### config.mk
export PLATFORM = sky130hd
export DESIGN_NAME = pipe_hazard_ctrl_flat
export DESIGN_NICKNAME = d
export VERILOG_FILES = /design/src/rtl/pipe_hazard_ctrl_pkg.sv /design/src/rtl/pipe_hazard_ctrl_if.sv /design/src/rtl/pipe_hazard_ctrl_det.sv /design/src/rtl/pipe_hazard_ctrl.sv /design/src/flat_wrapper.sv
export SDC_FILE = /design/constraint.sdc
export NUM_CORES = 1
export LEC_CHECK = 0
export CORE_MARGIN = 4
export CORE_UTILIZATION = 25
export CTS_BUF_LIST = sky130_fd_sc_hd__clkbuf_16
export DETAILED_ROUTE_END_ITERATION = 7
export GPL_ROUTABILITY_DRIVEN = 0
export PLACE_DENSITY = 0.55
export SETUP_SLACK_MARGIN = 0.4
export SYNTH_ARGS = -nofsm -noshare
export SYNTH_HDL_FRONTEND = slang
export SYNTH_SLANG_ARGS = --single-unit
### constraint.sdc
create_clock -name clk -period 2 [get_ports clk]
set_input_delay 0.4 -clock clk [delete_from_list [all_inputs] [get_ports clk]]
set_output_delay 0.4 -clock clk [all_outputs]
set_load 0.05 [all_outputs]
### src/rtl/pipe_hazard_ctrl_pkg.sv
// Shared definitions for the pipeline hazard controller.
//   REG_ADDR_W     : register-file address width
//   MC_TIMEOUT_DEF : default cycle limit for a multi-cycle operation
//   state_t        : controller FSM encoding (RUN / MC_WAIT / MEM_WAIT)
package pipe_ctrl_pkg;
   localparam int REG_ADDR_W     = 5;
   localparam int MC_TIMEOUT_DEF = 64;

   typedef enum logic [1:0] {
      RUN      = 2'd0,
      MC_WAIT  = 2'd1,
      MEM_WAIT = 2'd2
   } state_t;
endpackage

### src/rtl/pipe_hazard_ctrl_if.sv
// Pipeline <-> hazard controller signal bundle.
//   master : pipeline side (drives ID/EXE/MEM status, receives stall/flush)
//   slave  : controller side
interface pipe_hazard_ctrl_if;
   import pipe_ctrl_pkg::*;

   logic                  id_valid;
   logic [REG_ADDR_W-1:0] id_rs1;
   logic [REG_ADDR_W-1:0] id_rs2;
   logic                  exe_valid;
   logic [REG_ADDR_W-1:0] exe_rd;
   logic                  exe_is_load;
   logic                  exe_mc_start;
   logic                  mc_done;
   logic                  mem_req;
   logic                  mem_ack;
   logic                  redirect;
   logic                  if_stall;
   logic                  id_stall;
   logic                  exe_stall;
   logic                  id_flush;
   logic                  exe_flush;
   state_t                state;
   logic                  mc_timeout;

   modport master (
      output id_valid, id_rs1, id_rs2, exe_valid, exe_rd, exe_is_load,
             exe_mc_start, mc_done, mem_req, mem_ack, redirect,
      input  if_stall, id_stall, exe_stall, id_flush, exe_flush, state, mc_timeout
   );

   modport slave (
      input  id_valid, id_rs1, id_rs2, exe_valid, exe_rd, exe_is_load,
             exe_mc_start, mc_done, mem_req, mem_ack, redirect,
      output if_stall, id_stall, exe_stall, id_flush, exe_flush, state, mc_timeout
   );
endinterface

### src/rtl/pipe_hazard_ctrl_det.sv
// Load-use hazard comparator (purely combinational).
//   id_valid/id_rs1/id_rs2        : instruction in ID and its sources
//   exe_valid/exe_rd/exe_is_load  : instruction in EXE
//   load_use                      : ID consumes a register a load in EXE writes
module pipe_hazard_det
   import pipe_ctrl_pkg::*;
(
   input  logic                  id_valid,
   input  logic [REG_ADDR_W-1:0] id_rs1,
   input  logic [REG_ADDR_W-1:0] id_rs2,
   input  logic                  exe_valid,
   input  logic [REG_ADDR_W-1:0] exe_rd,
   input  logic                  exe_is_load,
   output logic                  load_use
);
   // x0 is hardwired zero, so a load targeting it never creates a dependency
   assign load_use = id_valid & exe_valid & exe_is_load & (exe_rd != '0) &
                     ((exe_rd == id_rs1) | (exe_rd == id_rs2));
endmodule

### src/rtl/pipe_hazard_ctrl.sv
// Pipeline hazard controller: load-use bubbles, multi-cycle (mul/div) wait
// with timeout, data-memory wait, and branch-redirect flushes.
//   clk, rst : clock, synchronous active-low reset
//   bus      : pipe_hazard_ctrl_if.slave (hazard inputs, stall/flush/state out)
//   perf_stall_cnt, perf_flush_cnt : only when PIPE_CTRL_PERF_EN is defined;
//              count cycles with if_stall=1 / exe_flush=1, wrapping.
// Optional feature macro: PIPE_CTRL_PERF_EN
module pipe_hazard_ctrl
   import pipe_ctrl_pkg::*;
#(
   parameter int MC_TIMEOUT = MC_TIMEOUT_DEF,
   parameter int PERF_W     = 32
)(
   input  logic              clk,
   input  logic              rst,
`ifdef PIPE_CTRL_PERF_EN
   output logic [PERF_W-1:0] perf_stall_cnt,
   output logic [PERF_W-1:0] perf_flush_cnt,
`endif
   pipe_hazard_ctrl_if.slave bus
);
   localparam int             CNT_W    = $clog2(MC_TIMEOUT + 1);
   localparam logic [CNT_W-1:0] CNT_LAST = CNT_W'(MC_TIMEOUT - 1);

   if (MC_TIMEOUT < 1 || PERF_W < 1) begin : g_cfg_chk
      $error("pipe_hazard_ctrl: MC_TIMEOUT and PERF_W must be >= 1");
   end

   state_t           state_q, state_d;
   logic [CNT_W-1:0] mc_cnt;
   logic             redirect_pend;
   logic             load_use;
   logic             mem_stall, mc_stall, mc_to_hit, stall_all, flush_req;
   logic             if_stall, id_stall, exe_stall, id_flush, exe_flush;

   pipe_hazard_det u_det (
      .id_valid    (bus.id_valid),
      .id_rs1      (bus.id_rs1),
      .id_rs2      (bus.id_rs2),
      .exe_valid   (bus.exe_valid),
      .exe_rd      (bus.exe_rd),
      .exe_is_load (bus.exe_is_load),
      .load_use    (load_use)
   );

   always_comb begin
      mem_stall = bus.mem_req & ~bus.mem_ack;
      mc_to_hit = (state_q == MC_WAIT) & ~bus.mc_done & (mc_cnt == CNT_LAST);
      // RUN: op just issued; MC_WAIT: still waiting and not yet timed out
      mc_stall  = ((state_q == RUN) & bus.exe_valid & bus.exe_mc_start & ~bus.mc_done) |
                  ((state_q == MC_WAIT) & ~bus.mc_done & ~mc_to_hit);
      stall_all = mem_stall | mc_stall;
      flush_req = bus.redirect | redirect_pend;
   end

   always_comb begin
      state_d = state_q;
      unique case (state_q)
         RUN:      if (mem_stall) state_d = MEM_WAIT;
                   else if (mc_stall) state_d = MC_WAIT;
         MC_WAIT:  if (mem_stall) state_d = MEM_WAIT;
                   else if (!mc_stall) state_d = RUN;
         MEM_WAIT: if (!mem_stall) state_d = RUN;
         default:  state_d = RUN;
      endcase
   end

   // Priority: memory/multi-cycle stall > redirect flush > load-use bubble.
   // A stalled register is never flushed at the same time.
   always_comb begin
      if_stall  = 1'b0;
      id_stall  = 1'b0;
      exe_stall = 1'b0;
      id_flush  = 1'b0;
      exe_flush = 1'b0;
      if (!rst) begin
         id_flush  = 1'b1;
         exe_flush = 1'b1;
      end else if (stall_all) begin
         if_stall  = 1'b1;
         id_stall  = 1'b1;
         exe_stall = 1'b1;
      end else if (flush_req) begin
         id_flush  = 1'b1;
         exe_flush = 1'b1;
      end else if (load_use) begin
         if_stall  = 1'b1;
         id_stall  = 1'b1;
         exe_flush = 1'b1;
      end
   end

   always_ff @(posedge clk) begin
      if (!rst) begin
         state_q       <= RUN;
         mc_cnt        <= '0;
         redirect_pend <= 1'b0;
      end else begin
         state_q       <= state_d;
         // counts only while remaining in MC_WAIT, so every entry starts at 0
         mc_cnt        <= (state_q == MC_WAIT && state_d == MC_WAIT) ? mc_cnt + CNT_W'(1) : '0;
         // a redirect seen under stall is held until the first unstalled cycle
         redirect_pend <= stall_all & flush_req;
      end
   end

`ifdef PIPE_CTRL_PERF_EN
   always_ff @(posedge clk) begin
      if (!rst) begin
         perf_stall_cnt <= '0;
         perf_flush_cnt <= '0;
      end else begin
         if (if_stall)  perf_stall_cnt <= perf_stall_cnt + PERF_W'(1);
         if (exe_flush) perf_flush_cnt <= perf_flush_cnt + PERF_W'(1);
      end
   end
`endif

   assign bus.if_stall   = if_stall;
   assign bus.id_stall   = id_stall;
   assign bus.exe_stall  = exe_stall;
   assign bus.id_flush   = id_flush;
   assign bus.exe_flush  = exe_flush;
   assign bus.state      = state_q;
   assign bus.mc_timeout = rst & mc_to_hit;
endmodule

### src/flat_wrapper.sv
// flat-port wrapper written by rule: the top's interface ports become plain ports
module pipe_hazard_ctrl_flat import pipe_ctrl_pkg::*;
#(
   parameter int MC_TIMEOUT = MC_TIMEOUT_DEF,
   parameter int PERF_W     = 32
)
  (clk, rst, bus_id_valid, bus_id_rs1, bus_id_rs2, bus_exe_valid, bus_exe_rd, bus_exe_is_load, bus_exe_mc_start, bus_mc_done, bus_mem_req, bus_mem_ack, bus_redirect, bus_if_stall, bus_id_stall, bus_exe_stall, bus_id_flush, bus_exe_flush, bus_state, bus_mc_timeout);
  pipe_hazard_ctrl_if bus_i ();
  input  logic clk;
  input  logic rst;
  input wire logic [$bits(bus_i.id_valid)-1:0] bus_id_valid;
  input wire logic [$bits(bus_i.id_rs1)-1:0] bus_id_rs1;
  input wire logic [$bits(bus_i.id_rs2)-1:0] bus_id_rs2;
  input wire logic [$bits(bus_i.exe_valid)-1:0] bus_exe_valid;
  input wire logic [$bits(bus_i.exe_rd)-1:0] bus_exe_rd;
  input wire logic [$bits(bus_i.exe_is_load)-1:0] bus_exe_is_load;
  input wire logic [$bits(bus_i.exe_mc_start)-1:0] bus_exe_mc_start;
  input wire logic [$bits(bus_i.mc_done)-1:0] bus_mc_done;
  input wire logic [$bits(bus_i.mem_req)-1:0] bus_mem_req;
  input wire logic [$bits(bus_i.mem_ack)-1:0] bus_mem_ack;
  input wire logic [$bits(bus_i.redirect)-1:0] bus_redirect;
  output wire logic [$bits(bus_i.if_stall)-1:0] bus_if_stall;
  output wire logic [$bits(bus_i.id_stall)-1:0] bus_id_stall;
  output wire logic [$bits(bus_i.exe_stall)-1:0] bus_exe_stall;
  output wire logic [$bits(bus_i.id_flush)-1:0] bus_id_flush;
  output wire logic [$bits(bus_i.exe_flush)-1:0] bus_exe_flush;
  output wire logic [$bits(bus_i.state)-1:0] bus_state;
  output wire logic [$bits(bus_i.mc_timeout)-1:0] bus_mc_timeout;
  assign bus_i.id_valid = bus_id_valid;
  assign bus_i.id_rs1 = bus_id_rs1;
  assign bus_i.id_rs2 = bus_id_rs2;
  assign bus_i.exe_valid = bus_exe_valid;
  assign bus_i.exe_rd = bus_exe_rd;
  assign bus_i.exe_is_load = bus_exe_is_load;
  assign bus_i.exe_mc_start = bus_exe_mc_start;
  assign bus_i.mc_done = bus_mc_done;
  assign bus_i.mem_req = bus_mem_req;
  assign bus_i.mem_ack = bus_mem_ack;
  assign bus_i.redirect = bus_redirect;
  assign bus_if_stall = bus_i.if_stall;
  assign bus_id_stall = bus_i.id_stall;
  assign bus_exe_stall = bus_i.exe_stall;
  assign bus_id_flush = bus_i.id_flush;
  assign bus_exe_flush = bus_i.exe_flush;
  assign bus_state = bus_i.state;
  assign bus_mc_timeout = bus_i.mc_timeout;
  pipe_hazard_ctrl #(.MC_TIMEOUT(MC_TIMEOUT), .PERF_W(PERF_W)) u_core (.clk(clk), .rst(rst), .bus(bus_i));
endmodule
* Yosys cells after proc, flatten, opt, wreduce, memory -nomap -nowiden
Index checks and enable logic that the tools add are counted.
Storage, ports and cells: bits in registers 10, output and inout bits 8, word-level logic and storage cells 52
Operators by class: $add $sub $neg 1, eq/ne operators 6, multiplexer cells 18, bitwise logic cells 20, reduce and logical (&&, ||, !) cells 4
Operator list (number):
- 1-bit bitwise AND | 13
- 1-bit two-way mux | 12
- 5-bit == test | 2
- 2-bit two-way mux | 5
- 7-bit by 1-bit adder with 7-bit output, second input constant | 1
- 7-bit by 6-bit == test with 1-bit output, second input constant | 1
- 2-bit one-hot mux with 3 select lines | 1
- 5-bit nonzero test | 1
- 2-bit by 1-bit == test with 1-bit output, second input constant | 2
- 1-bit bitwise OR | 4
- 1-bit inverter | 3
- 2-bit == test, second input constant | 1
- 2-bit zero test | 1
- 2-bit AND reduction | 1
- 1-bit logical AND | 1

* Longest topological paths before layout
depth in word-level cells 12, gate-level depth with buffers 6

* Modules after synthesis
From an unflattened synthesis, not the netlist that was laid out.
Second synthesis, totals: cells, all modules 71, area, all modules 609.3 um2
Modules (own cells, without submodules):
- pipe_hazard_ctrl | instances 1, cells an instance 54, area each 480.5 um2
- pipe_hazard_det | instances 1, cells an instance 17, area each 128.9 um2

* Worst setup path before layout
Ideal clock, no wire load.
path kind reg-to-output, from reg u_core.state_q[0] (netlist: u_core.bus.state[0]), to out bus_if_stall, arrival 2.695 ns, required time 1.600 ns, setup slack -1.095 ns, stages on the path, launching flop included 6, path through dfxtp_1 a21o_1 o211ai_1 a21oi_1 o21bai_1 buf_4
Between the ends: cells in the longest elaborated chain, start to end 9, elaborated cells between the ends (all ways) 13, those cells by class eq/ne (1); mux (2); bitwise (9); reduce/logical (1)
Ends and longest elaborated chain:
- from (decl) | RTL line pipe_hazard_ctrl.sv:29 | state_t state_q, state_d;
- from (signal assigned) | RTL line pipe_hazard_ctrl.sv:99 | state_q <= state_d;
- 2-bit by 1-bit == test with 1-bit output | RTL line pipe_hazard_ctrl.sv:48, pipe_hazard_ctrl.sv:51
- 1-bit bitwise AND | RTL line pipe_hazard_ctrl.sv:48, pipe_hazard_ctrl.sv:51
- 1-bit bitwise AND | RTL line pipe_hazard_ctrl.sv:48 | mc_to_hit = (state_q == MC_WAIT) & ~bus.mc_done & (mc_cnt == CNT_LAST);
- 1-bit inverter | RTL line pipe_hazard_ctrl.sv:51 | ((state_q == MC_WAIT) & ~bus.mc_done & ~mc_to_hit);
- 1-bit bitwise AND | RTL line pipe_hazard_ctrl.sv:51
- 1-bit bitwise OR * | RTL line pipe_hazard_ctrl.sv:50 | mc_stall = ((state_q == RUN) & bus.exe_valid & bus.exe_mc_start & ~bus.mc_done) |
- 1-bit bitwise OR * | RTL line pipe_hazard_ctrl.sv:52 | stall_all = mem_stall | mc_stall;
- 1-bit two-way mux * (2 in a row)
- to (decl) | RTL line flat_wrapper.sv:22 | output wire logic [$bits(bus_i.if_stall)-1:0] bus_if_stall;
Every way passes the cells marked *; elsewhere a longest branch is shown, timed or not.

* Worst setup path in the final report
from reg u_core.mc_cnt[0], to out bus_if_stall
Between the ends: cells in the longest elaborated chain, start to end 8
Ends and longest elaborated chain:
- from (decl) | RTL line pipe_hazard_ctrl.sv:30 | logic [CNT_W-1:0] mc_cnt;
- from (signal assigned) | RTL line pipe_hazard_ctrl.sv:101 | mc_cnt <= (state_q == MC_WAIT && state_d == MC_WAIT) ? mc_cnt + CNT_W'(1) : '0;
- 7-bit by 6-bit == test with 1-bit output | RTL line pipe_hazard_ctrl.sv:48
- 1-bit bitwise AND | RTL line pipe_hazard_ctrl.sv:48
- 1-bit inverter | RTL line pipe_hazard_ctrl.sv:51
- 1-bit bitwise AND | RTL line pipe_hazard_ctrl.sv:51
- 1-bit bitwise OR | RTL line pipe_hazard_ctrl.sv:50
- 1-bit bitwise OR | RTL line pipe_hazard_ctrl.sv:52
- 1-bit two-way mux | RTL line pipe_hazard_ctrl.sv:79 | end else if (stall_all) begin
- 1-bit two-way mux | RTL line pipe_hazard_ctrl.sv:76 | if (!rst) begin
Every way passes these cells.

==> impl_metrics.csv <==
group,metric,value,unit
outcome,status,"finished, violations left",
outcome,failed_checks,"setup timing",
critical_path,cp.arrival,1640,ps
floorplanning,std_cell_rows,17,
logic_synthesis,avgSynthCellArea,8.508,µm²
placed_design,place_inst,139,
placed_design,dp.final_hpwl,1447,µm
timing,finalCritPeriodShare,102.2,%
pwr,p_leak,0.5463,nW
route,wl,1854,µm
floorplanning,die-area,3227,µm²
cells_and_area,syn_to_final_growth,115.5,%
timing,rsz0062_at_grt,"yes",
logic_synthesis,synth_area_leaders,"dfxtp_1 (34%), xor2_1 (18%), nor2_1 (8.2%)",
logic_synthesis,synth_fp_nets,96,
cells_and_area,fillers,225,
hold_path,hp-class,"flip-flop to flip-flop",
route,firstDrtPassIters,4,
route,drc,0,
timing,worst_slack,-44.50,ps
cts,clk_path_buf_depth,2,
floorplanning,io_pins,33,
logic_synthesis,yosysSeqAreaShare,33.61,%
timing,slew_headroom,67.55,%
grt,grt_max_degree,8,
route,ant_nets,0,
route,via_per_inst,4.584,
flow_run,maxCapViolCount,0,
critical_path,startpoint_type,"flip-flop",
logic_synthesis,netlist.area_leader.share,33.61,%
route,dr_wl_met2,860,µm
critical_path,cp-end-kind,"output pin",
critical_path,cp_max_fo,3,
grt,antenna_found_initial,0,
cts,clock_latency,240,ps
cells_and_area,stdcell_count,149,
grt,grt_usage,12.45,%
logic_synthesis,yosys_warnings,0,
logic_synthesis,yosysUniqueCellTypes,27,
floorplanning,fp.dieH,56.81,µm
pwr,power.density,567.8,nW/µm²
timing,whs,442.3,ps
cts,root_buffer,"clkbuf_16",
logic_synthesis,synth_cells,70,
route,drtIter0Drc,12,
cts,cts_sinks,10,
critical_path,crit_type,"flip-flop to output pin",
floorplanning,initial_core_util,26.67,%
grt,grt_pass1_vias,709,
timing,max_freq,489.1,MHz
timing,fin_skew,6.976,ps
pwr,ir_drop,0.0006860,V
route,vias,683,
placed_design,port_buffers,32,
critical_path,required,1600,ps
cts,cts_made_buffers,3,
critical_path,ff2ff_setup_slack,410,ps
timing,period_minus_slack,2044,ps
floorplanning,core,2233,µm²
cts,cts-hold-fix-buffers,0,
logic_synthesis,synth_area_leader_cell,"dfxtp_1",
cts,path_clk_slew,40,ps
cells_and_area,nets,148,
logic_synthesis,synth_area,595.6,µm²
cells_and_area,antenna_cells,0,
cts,cts_tree,"built",
floorplanning,die_x,56.81,µm
route,met1_length,808,µm
timing,hold_viol_final,0,
cells_and_area,drive_gt1_share,37.19,%
grt,grt_pass1_wl,3125,µm
timing,maxSlewViolCount,0,
timing,setup_viol,4,
cts,htreeDepth,1,
logic_synthesis,ys_ff_latch,10,
route,wl_per_cell,12.44,µm
timing,tightest_slew,488.7,ps
grt,grt_overflow,0,
route,routed.top_layer,"met4",
route,dr_wl_met3,164,µm
cells by family (layout without fill, tap and decap cells):
kind of cell | Yosys count | in the layout | share of synthesized area, %
XOR/XNOR | 14 | 14 | 20.59
adder cells (fa/ha/maj) | 1 | 1 | 2.101
AO/OA/AOI/OAI | 11 | 11 | 12.61
flip-flops | 10 | 10 | 33.61
buffers and inverters | 3 | 54 | 2.520
AND/OR/NAND/NOR | 31 | 31 | 28.57
critical path, cell delays in order (launching register included):
cell and delay [ps]:
dfxtp_2 340, ha_4 150, nand3_4 80, o211ai_1 260, buf_4 180, a21oi_4 50
o21bai_4 190, buf_12 160
report_power, final:
part,leakage (nW),switching [mW],internal (mW)
Sequential,0.0831,0.00180,0.202
Clock,0.0423,0.0908,0.262
Combinational,0.421,0.0818,0.0911
Total,0.546,0.174,0.555
layer usage:
metal | vias to the layer above | GRT usage (%)
li1 | 345 | -
met1 | 305 | 14.38
met2 | 31 | 20.63
met3 | 2 | 4.828
met4 | 0 | 4.636
met5 | - | 0
state kept, by name (all words and copies together), names as in the netlist:
name                  flops
u_core.redirect_pend      1
u_core.mc_cnt             7
u_core.bus.state          2
placed cells by master, fill, tap and decap left out, types with 2 or more instances in the layout:
cell	count
dfxtp_2	3
inv_1	2
xor2_1	12
nand3_1	4
dlymetal6s2s_1	2
buf_12	6
dfxtp_1	6
nor2_1	12
nor3_2	2
clkdlybuf4s50_1	5
buf_4	15
dlygate4sd2_1	19
nand2_1	3
clkbuf_16	3
a21oi_2	2
xnor2_1	2
stage by stage:
stage	cell area [µm²]	worst slack (ps)	TNS (ps)	total power, mW	util (%)
after detailed placement	1144	-331.0	-1186	0.3864	51.20
after floorplan	664.4	-43.60	-73.29	0.2809	-
after CTS	1264	-69.50	-206.3	0.7367	56.58
after global routing	1284	-139.6	-601.6	0.7646	57.48
final	1284	-44.50	-170.8	0.7289	57.48
after global placement	1144	-314.6	-1180	0.3858	51.20
path summary, 6_finish.rpt:
| check | start | endpoint | cells past startpoint |
|---|---|---|---|
| max | u_core.mc_cnt[0]$_SDFF_PN0_ | bus_if_stall | 7 |
| min | u_core.bus.state[1]$_SDFF_PN0_ | u_core.bus.state[0]$_SDFF_PN0_ | 1 |
| max reg2reg | u_core.mc_cnt[0]$_SDFF_PN0_ | u_core.mc_cnt[5]$_SDFF_PN0_ | 8 |
| min reg2reg | u_core.bus.state[1]$_SDFF_PN0_ | u_core.bus.state[0]$_SDFF_PN0_ | 1 |
cell usage after synthesis (all sizes together):
cell    count
o21bai      1
nand3b      1
nand3       5
a22oi       1
xnor2       2
a21o        1
a211oi      1
nor4b       1
a21oi       3
nor3        3
ha          1
o21ai       2
o211ai      1
nand2b      1
nand2       3
or4b        1
nor2b       1
buf         1
o221ai      1
inv         2
xor2       12
nand4b      1
nor2       13
or3         1
dfxtp      10
what timing repair did:
item,4_1_cts,5_1_grt
gates resized for setup,26,2
setup buffers,4,2
pin swaps,19,5
endpoints found under the setup margin,15,6
final cells by class:
cell class	count	area [µm²]	area share, %
timing repair buffer	48	485.5	37.82
multi-input combinational	57	469.2	36.55
sequential	10	207.7	16.18
clock buffer	3	75.07	5.848
tap	28	35.03	2.729
inverter	2	7.507	0.5848
clock inverter	1	3.754	0.2924
Power figures use the tool's default switching activity.
